==> src/rtl/regfile_wr_arbiter_if.sv <==
// Purpose : Bundles the requester handshake and register-file write port of
//           regfile_wr_arbiter.
// Signals : req_valid/req_addr/req_data/wr_stall (requester side -> arbiter),
//           req_ready (arbiter -> requesters),
//           rf_we/rf_waddr/rf_wdata/rf_wsrc (arbiter -> register file).
// Modports: master = requesters + register-file side, slave = arbiter.
interface regfile_wr_arbiter_if #(
  parameter int NUM_REQ = 4,
  parameter int WIDTH   = 32,
  parameter int ADDR_W  = 5
);
  localparam int SRC_W = $clog2(NUM_REQ);

  logic [NUM_REQ-1:0]        req_valid;
  logic [NUM_REQ*ADDR_W-1:0] req_addr;
  logic [NUM_REQ*WIDTH-1:0]  req_data;
  logic [NUM_REQ-1:0]        req_ready;
  logic                      wr_stall;
  logic                      rf_we;
  logic [ADDR_W-1:0]         rf_waddr;
  logic [WIDTH-1:0]          rf_wdata;
  logic [SRC_W-1:0]          rf_wsrc;

  modport master (
    output req_valid, req_addr, req_data, wr_stall,
    input  req_ready, rf_we, rf_waddr, rf_wdata, rf_wsrc
  );

  modport slave (
    input  req_valid, req_addr, req_data, wr_stall,
    output req_ready, rf_we, rf_waddr, rf_wdata, rf_wsrc
  );
endinterface

==> src/rtl/regfile_wr_arbiter.sv <==
// Purpose : Shares the single register-file write port among NUM_REQ
//           requesters using a round-robin grant, registering the winner
//           into one output stage (latency 1).
// Ports   : clk  - clock, all state on posedge
//           rst  - asynchronous, active-high reset
//           bus  - regfile_wr_arbiter_if.slave (requests, grant, rf_* port)
module regfile_wr_arbiter #(
  parameter int NUM_REQ = 4,
  parameter int WIDTH   = 32,
  parameter int ADDR_W  = 5
) (
  input  logic                 clk,
  input  logic                 rst,
  regfile_wr_arbiter_if.slave  bus
);
  localparam int SRC_W = $clog2(NUM_REQ);
  localparam logic [SRC_W-1:0] LAST = SRC_W'(NUM_REQ - 1);

  logic [SRC_W-1:0]   r_ptr;
  logic               r_we;
  logic [ADDR_W-1:0]  r_waddr;
  logic [WIDTH-1:0]   r_wdata;
  logic [SRC_W-1:0]   r_wsrc;

  logic               w_found;
  logic               w_xfer;
  logic [SRC_W-1:0]   w_gidx;
  logic [ADDR_W-1:0]  w_gaddr;
  logic [WIDTH-1:0]   w_gdata;
  logic [NUM_REQ-1:0] w_sel;
  logic [31:0]        w_ptr_u;

  // Rotating search done as two ascending passes: first indices >= ptr,
  // then indices < ptr. Equivalent to the modulo walk from ptr without
  // needing a wrap adder for non-power-of-2 NUM_REQ.
  always_comb begin
    w_found = 1'b0;
    w_gidx  = '0;
    w_gaddr = '0;
    w_gdata = '0;
    w_sel   = '0;
    w_ptr_u = 32'(r_ptr);
    for (int unsigned i = 0; i < NUM_REQ; i++) begin
      if (!w_found && bus.req_valid[i] && (i >= w_ptr_u)) begin
        w_found  = 1'b1;
        w_gidx   = SRC_W'(i);
        w_gaddr  = bus.req_addr[i*ADDR_W +: ADDR_W];
        w_gdata  = bus.req_data[i*WIDTH +: WIDTH];
        w_sel[i] = 1'b1;
      end
    end
    for (int unsigned i = 0; i < NUM_REQ; i++) begin
      if (!w_found && bus.req_valid[i] && (i < w_ptr_u)) begin
        w_found  = 1'b1;
        w_gidx   = SRC_W'(i);
        w_gaddr  = bus.req_addr[i*ADDR_W +: ADDR_W];
        w_gdata  = bus.req_data[i*WIDTH +: WIDTH];
        w_sel[i] = 1'b1;
      end
    end
  end

  // Grant is suppressed while the port is stalled or reset is held.
  assign w_xfer        = w_found & ~bus.wr_stall & ~rst;
  assign bus.req_ready = w_xfer ? w_sel : '0;

  always_ff @(posedge clk or posedge rst) begin
    if (rst) begin
      r_ptr   <= '0;
      r_we    <= 1'b0;
      r_waddr <= '0;
      r_wdata <= '0;
      r_wsrc  <= '0;
    end else begin
      r_we <= 1'b0;
      if (w_xfer) begin
        r_ptr   <= (w_gidx == LAST) ? '0 : w_gidx + 1'b1;
        r_waddr <= w_gaddr;
        r_wdata <= w_gdata;
        r_wsrc  <= w_gidx;
        // x0 writes complete the handshake but never reach the register file
        r_we    <= (w_gaddr != '0);
      end
    end
  end

  assign bus.rf_we    = r_we;
  assign bus.rf_waddr = r_waddr;
  assign bus.rf_wdata = r_wdata;
  assign bus.rf_wsrc  = r_wsrc;
endmodule

==> src/flat_wrapper.sv <==
// flat-port wrapper written by rule: the top's interface ports become plain ports
module regfile_wr_arbiter_flat 
#(
  parameter int NUM_REQ = 4,
  parameter int WIDTH   = 32,
  parameter int ADDR_W  = 5
)
  (clk, rst, bus_req_valid, bus_req_addr, bus_req_data, bus_wr_stall, bus_req_ready, bus_rf_we, bus_rf_waddr, bus_rf_wdata, bus_rf_wsrc);
  regfile_wr_arbiter_if #(.NUM_REQ(NUM_REQ), .WIDTH(WIDTH), .ADDR_W(ADDR_W)) bus_i ();
  input  logic clk;
  input  logic rst;
  input wire logic [$bits(bus_i.req_valid)-1:0] bus_req_valid;
  input wire logic [$bits(bus_i.req_addr)-1:0] bus_req_addr;
  input wire logic [$bits(bus_i.req_data)-1:0] bus_req_data;
  input wire logic [$bits(bus_i.wr_stall)-1:0] bus_wr_stall;
  output wire logic [$bits(bus_i.req_ready)-1:0] bus_req_ready;
  output wire logic [$bits(bus_i.rf_we)-1:0] bus_rf_we;
  output wire logic [$bits(bus_i.rf_waddr)-1:0] bus_rf_waddr;
  output wire logic [$bits(bus_i.rf_wdata)-1:0] bus_rf_wdata;
  output wire logic [$bits(bus_i.rf_wsrc)-1:0] bus_rf_wsrc;
  assign bus_i.req_valid = bus_req_valid;
  assign bus_i.req_addr = bus_req_addr;
  assign bus_i.req_data = bus_req_data;
  assign bus_i.wr_stall = bus_wr_stall;
  assign bus_req_ready = bus_i.req_ready;
  assign bus_rf_we = bus_i.rf_we;
  assign bus_rf_waddr = bus_i.rf_waddr;
  assign bus_rf_wdata = bus_i.rf_wdata;
  assign bus_rf_wsrc = bus_i.rf_wsrc;
  regfile_wr_arbiter #(.NUM_REQ(NUM_REQ), .WIDTH(WIDTH), .ADDR_W(ADDR_W)) u_core (.clk(clk), .rst(rst), .bus(bus_i));
endmodule
==> config.mk <==
export PLATFORM = sky130hd
export DESIGN_NAME = regfile_wr_arbiter_flat
export DESIGN_NICKNAME = d
export VERILOG_FILES = /design/src/rtl/regfile_wr_arbiter_if.sv /design/src/rtl/regfile_wr_arbiter.sv /design/src/flat_wrapper.sv
export SDC_FILE = /design/constraint.sdc
export NUM_CORES = 1
export LEC_CHECK = 0
export CAP_MARGIN = 30
export CORE_MARGIN = 4
export CORE_UTILIZATION = 38
export DETAILED_ROUTE_END_ITERATION = 8
export GPL_TIMING_DRIVEN = 0
export HOLD_SLACK_MARGIN = 0.15
export PLACE_DENSITY_LB_ADDON = 0.1
export SLEW_MARGIN = 5
export SYNTH_ARGS = -nofsm -noshare
export SYNTH_HDL_FRONTEND = slang
export SYNTH_SLANG_ARGS = --single-unit
==> constraint.sdc <==
create_clock -name clk -period 2.8 [get_ports clk]
set_clock_uncertainty 0.1 [all_clocks]
set_input_delay 0.7 -clock clk [delete_from_list [all_inputs] [get_ports clk]]
set_output_delay 0.7 -clock clk [all_outputs]
set_load 0.03 [all_outputs]
==> key figures <==
Status
  – Status: complete, no violations

Worst setup path
  – CP Capture Type: output pin
  – Critical path required time: 2.00 ns
  – CP startpoint kind: input pin
  – R2R depth: 9
  – Crit-path cells: clkdlybuf4s50_1, a211o_4, clkbuf_16, nor3_4, buf_6
  – Crit Path Max Fanout: 10
  – RR Startpoint: u_core.r_ptr[0]
  – Crit path DAT: 1.95 ns
  – Critical path's top delay family: buffers and inverters
  – Buffers and inverters on the worst path: 3
  – R2r endpoint: u_core.bus.rf_wdata[5]
  – Flop2flop setup slack: 0.34 ns
  – CP max stage delay: 0.41 ns
  – Critical path type: input pin to output pin
  – Worst path slowest cell: clkdlybuf4s50_1

Place
  – Placement Setup Slack: -1.448 ns
  – GP Congestion: 0.8681
  – Post-DP HPWL: 11.67 mm
  – Dpl cell area: 5474 µm²
  – IO Port Bufs: 197

Power
  – Power Internal: 0.001789 W
  – Power per cell area: 553.9 nW/µm²
  – Clock Power Share: 12.8%
  – P_sw: 0.001377 W
  – Overall power: 0.003166 W
  – Flop pwr share: 27.2%
  – Worst vdd ir: 0.3648 mV
  – Combinational power share: 60.0%
  – Switching part of the total: 43.48%
  – Pleak: 2.308 nW

Cells and area
  – Layout cell share with drive strength beyond 1: 10.02%
  – Core Util, Final: 68.19%
  – Most frequent cells in the layout: clkdlybuf4s50_1 (189), nand2_1 (76), dfrtp_1 (42)
  – Commonest non-fill, non-tap cell in the layout: clkdlybuf4s50_1
  – Fillers: 709
  – NumNets Final: 803
  – Final non-filler cell area: 5715 µm²
  – Area Growth Syn to Fin: 71.21%
  – # diodes: 0

Timing
  – Tcrit/Tclk final: 98.39%
  – Final setup fails: 0
  – F_max: 363.0 MHz
  – Fin worst setup slack: 0.04515 ns
  – Hold Slack: 0.3692 ns
  – Final max-slew violation count: 0
  – RSZ-0062 raised after global routing: no
  – Crit path time final: 2.755 ns
  – Max-slew headroom: 54.59%
  – Actual slew at the worst max-slew pin: 0.6811 ns
  – Final hold viol count: 0

Floorplan
  – Die area: 10,350 µm²
  – Ports: 199
  – Die Width: 101.7 µm
  – Die Ht: 101.7 µm
  – Initial Utilization: 39.83%
  – Cell Rows: 33
  – Core Region: 8382 µm²

CTS
  – Root Driver: clkbuf_8
  – CTS tree: built
  – CTS clock-pin slew for the worst setup and hold paths: 0.09 ns
  – Clk_lat worst skew: 0.30 ns
  – Hold-fix buffers, CTS: 0
  – Clock Sinks: 42
  – Deepest clock path buffer count: 2
  – H-Tree Depth: 2
  – TritonCTS Buffers: 5

Synth
  – Count of different cell masters after synthesis: 44
  – Top_reg_cell synth: dfrtp_1
  – Seq/Total Area, Yosys: 31.48%
  – Synthesis-stage register bit count: 42
  – Ys Warns: 0
  – Mapped cell area: 3338 µm²
  – Post-synth EDFFs: 0
  – Synthesized instance count: 436
  – Post-Syn Area per Cell: 7.656 µm²
  – Post-synth ARST share: 100.0%
  – Syn_nets: 591

Detailed routing
  – Remaining DRCs: 0
  – Antenna-violating nets left: 0
  – Initial DRC Count: 392
  – Via/cell ratio: 6.062
  – WL/cell: 20.45 µm
  – Pre-antenna DRT Iters: 5
  – Final wirelength: 15.42 mm
  – Via count: 4,571

Global route
  – Vias in the first global route: 4,610
  – Global-route wire length before repair: 23.69 mm
  – Largest net degree at the start of global routing: 37
  – Initial antenna violation count: 0
  – Overall Global Routing Usage: 29.02%
  – Congestion Overflow GR: 0

Worst hold path
  – Min-Delay Path Class: input pin to async pin

Flow run
  – Max-cap violations: 0
## sequential cells by signal, indices dropped and copies added, names as in the netlist
signal and flops:
u_core.bus.rf_wdata 32, u_core.bus.rf_waddr 5, u_core.bus.rf_wsrc 2, u_core.r_ptr 2, u_core.bus.rf_we 1
## area by class of cell
cell class                      instances  area [µm²]  share of cell area, %
Buffer                                 40       211.5                  3.700
Timing Repair Buffer                  207        2061                  36.06
Multi-Input combinational cell        343        2141                  37.46
Inverter                                9       33.78                 0.5911
Tap cell                              105       131.4                  2.299
Clock buffer                            6       72.57                  1.270
Sequential cell                        42        1051                  18.39
Clock inverter                          2       13.76                 0.2408
## worst max-delay path by stage
stage          slack [ns]                to             start  cells past startpoint
2_1_floorplan       -0.08  bus_req_ready[0]  bus_req_valid[3]                      6
3_3_place_gp        -1.47  bus_req_ready[3]  bus_req_valid[0]                      8
3_5_place_dp        -1.45  bus_req_ready[3]  bus_req_valid[0]                      8
4_1_cts             -0.03  bus_req_ready[2]  bus_req_valid[0]                      8
5_1_grt             0.007  bus_req_ready[2]  bus_req_valid[2]                      6
6_report             0.05  bus_req_ready[3]      bus_wr_stall                      5
## synthesized netlist by cell type (2+ instances only)
library cell	count	area [µm²]
nor3_1	2	10.01
o22ai_1	4	25.02
o221ai_1	5	43.79
nand2_1	76	285.3
nor2_2	2	12.51
nor2b_1	5	31.28
a21oi_1	41	205.2
and2_1	5	31.28
nand3b_1	4	30.03
and3b_1	5	43.79
a22oi_1	34	255.2
mux2_2	4	45.04
a221o_1	12	120.1
clkbuf_1	21	78.83
nor2_1	20	75.07
nand3_1	19	95.09
a22o_1	2	17.52
buf_1	4	15.01
o21bai_1	4	30.03
a221oi_1	33	289.0
inv_1	8	30.03
a31oi_1	5	31.28
buf_2	16	80.08
nand2b_1	3	18.77
dfrtp_1	42	1051
o21ai_0	24	120.1
o21ai_1	19	95.09
## repair_timing
action,4_1_cts,5_1_grt
pin swaps,3,1
gates resized for setup,61,7
setup buffers,9,0
gates cloned,0,0
endpoints found under the setup margin,43,6
## per-layer routing
metal | GRT usage [%] | up-vias | share of wire (%)
met5 | 0 | - | 0
met3 | 5.992 | 23 | 12
li1 | - | 2080 | -
met1 | 35.98 | 2178 | 38
met4 | 7.669 | 0 | 1.4
met2 | 51.16 | 290 | 49
## worst register-to-register path: cells and delay by family, from the launching register on
kind | cells | cell delay (ns)
simple gates | 3 | 0.58
compound gates | 4 | 0.55
flops | 1 | 0.40
buf+inv | 2 | 0.74
## per-stage QoR
stage	instances	setup TNS, ns
3_3_place_gp	738	-22.86
6_report	754	0
2_1_floorplan	436	-0.2596
5_1_grt	754	0
4_1_cts	755	-0.03128
3_5_place_dp	739	-23.58
## logic make-up (layout without fill, tap and decap cells)
| kind of cell | Yosys count | in the layout | share of synthesized area [%] |
|---|---|---|---|
| AO/OA/AOI/OAI | 192 | 192 | 39.77 |
| buffers and inverters | 51 | 264 | 6.559 |
| flip-flops | 42 | 42 | 31.48 |
| multiplexers | 4 | 4 | 1.349 |
| AND/OR/NAND/NOR | 147 | 147 | 20.84 |
## power by group through the flow
| stage | logic, W | clock network, W | registers (W) |
|---|---|---|---|
| 6_report | 0.00190 | 0.000405 | 0.000861 |
| 5_1_grt | 0.00203 | 0.000436 | 0.000883 |
| 4_1_cts | 0.00189 | 0.000402 | 0.000860 |
| 3_5_place_dp | 0.00185 | 0 | 0.000871 |
| 3_3_place_gp | 0.00181 | 0 | 0.000860 |
| 2_1_floorplan | 0.000712 | 0 | 0.00118 |
Note: power is estimated with default switching activity, not from simulation.
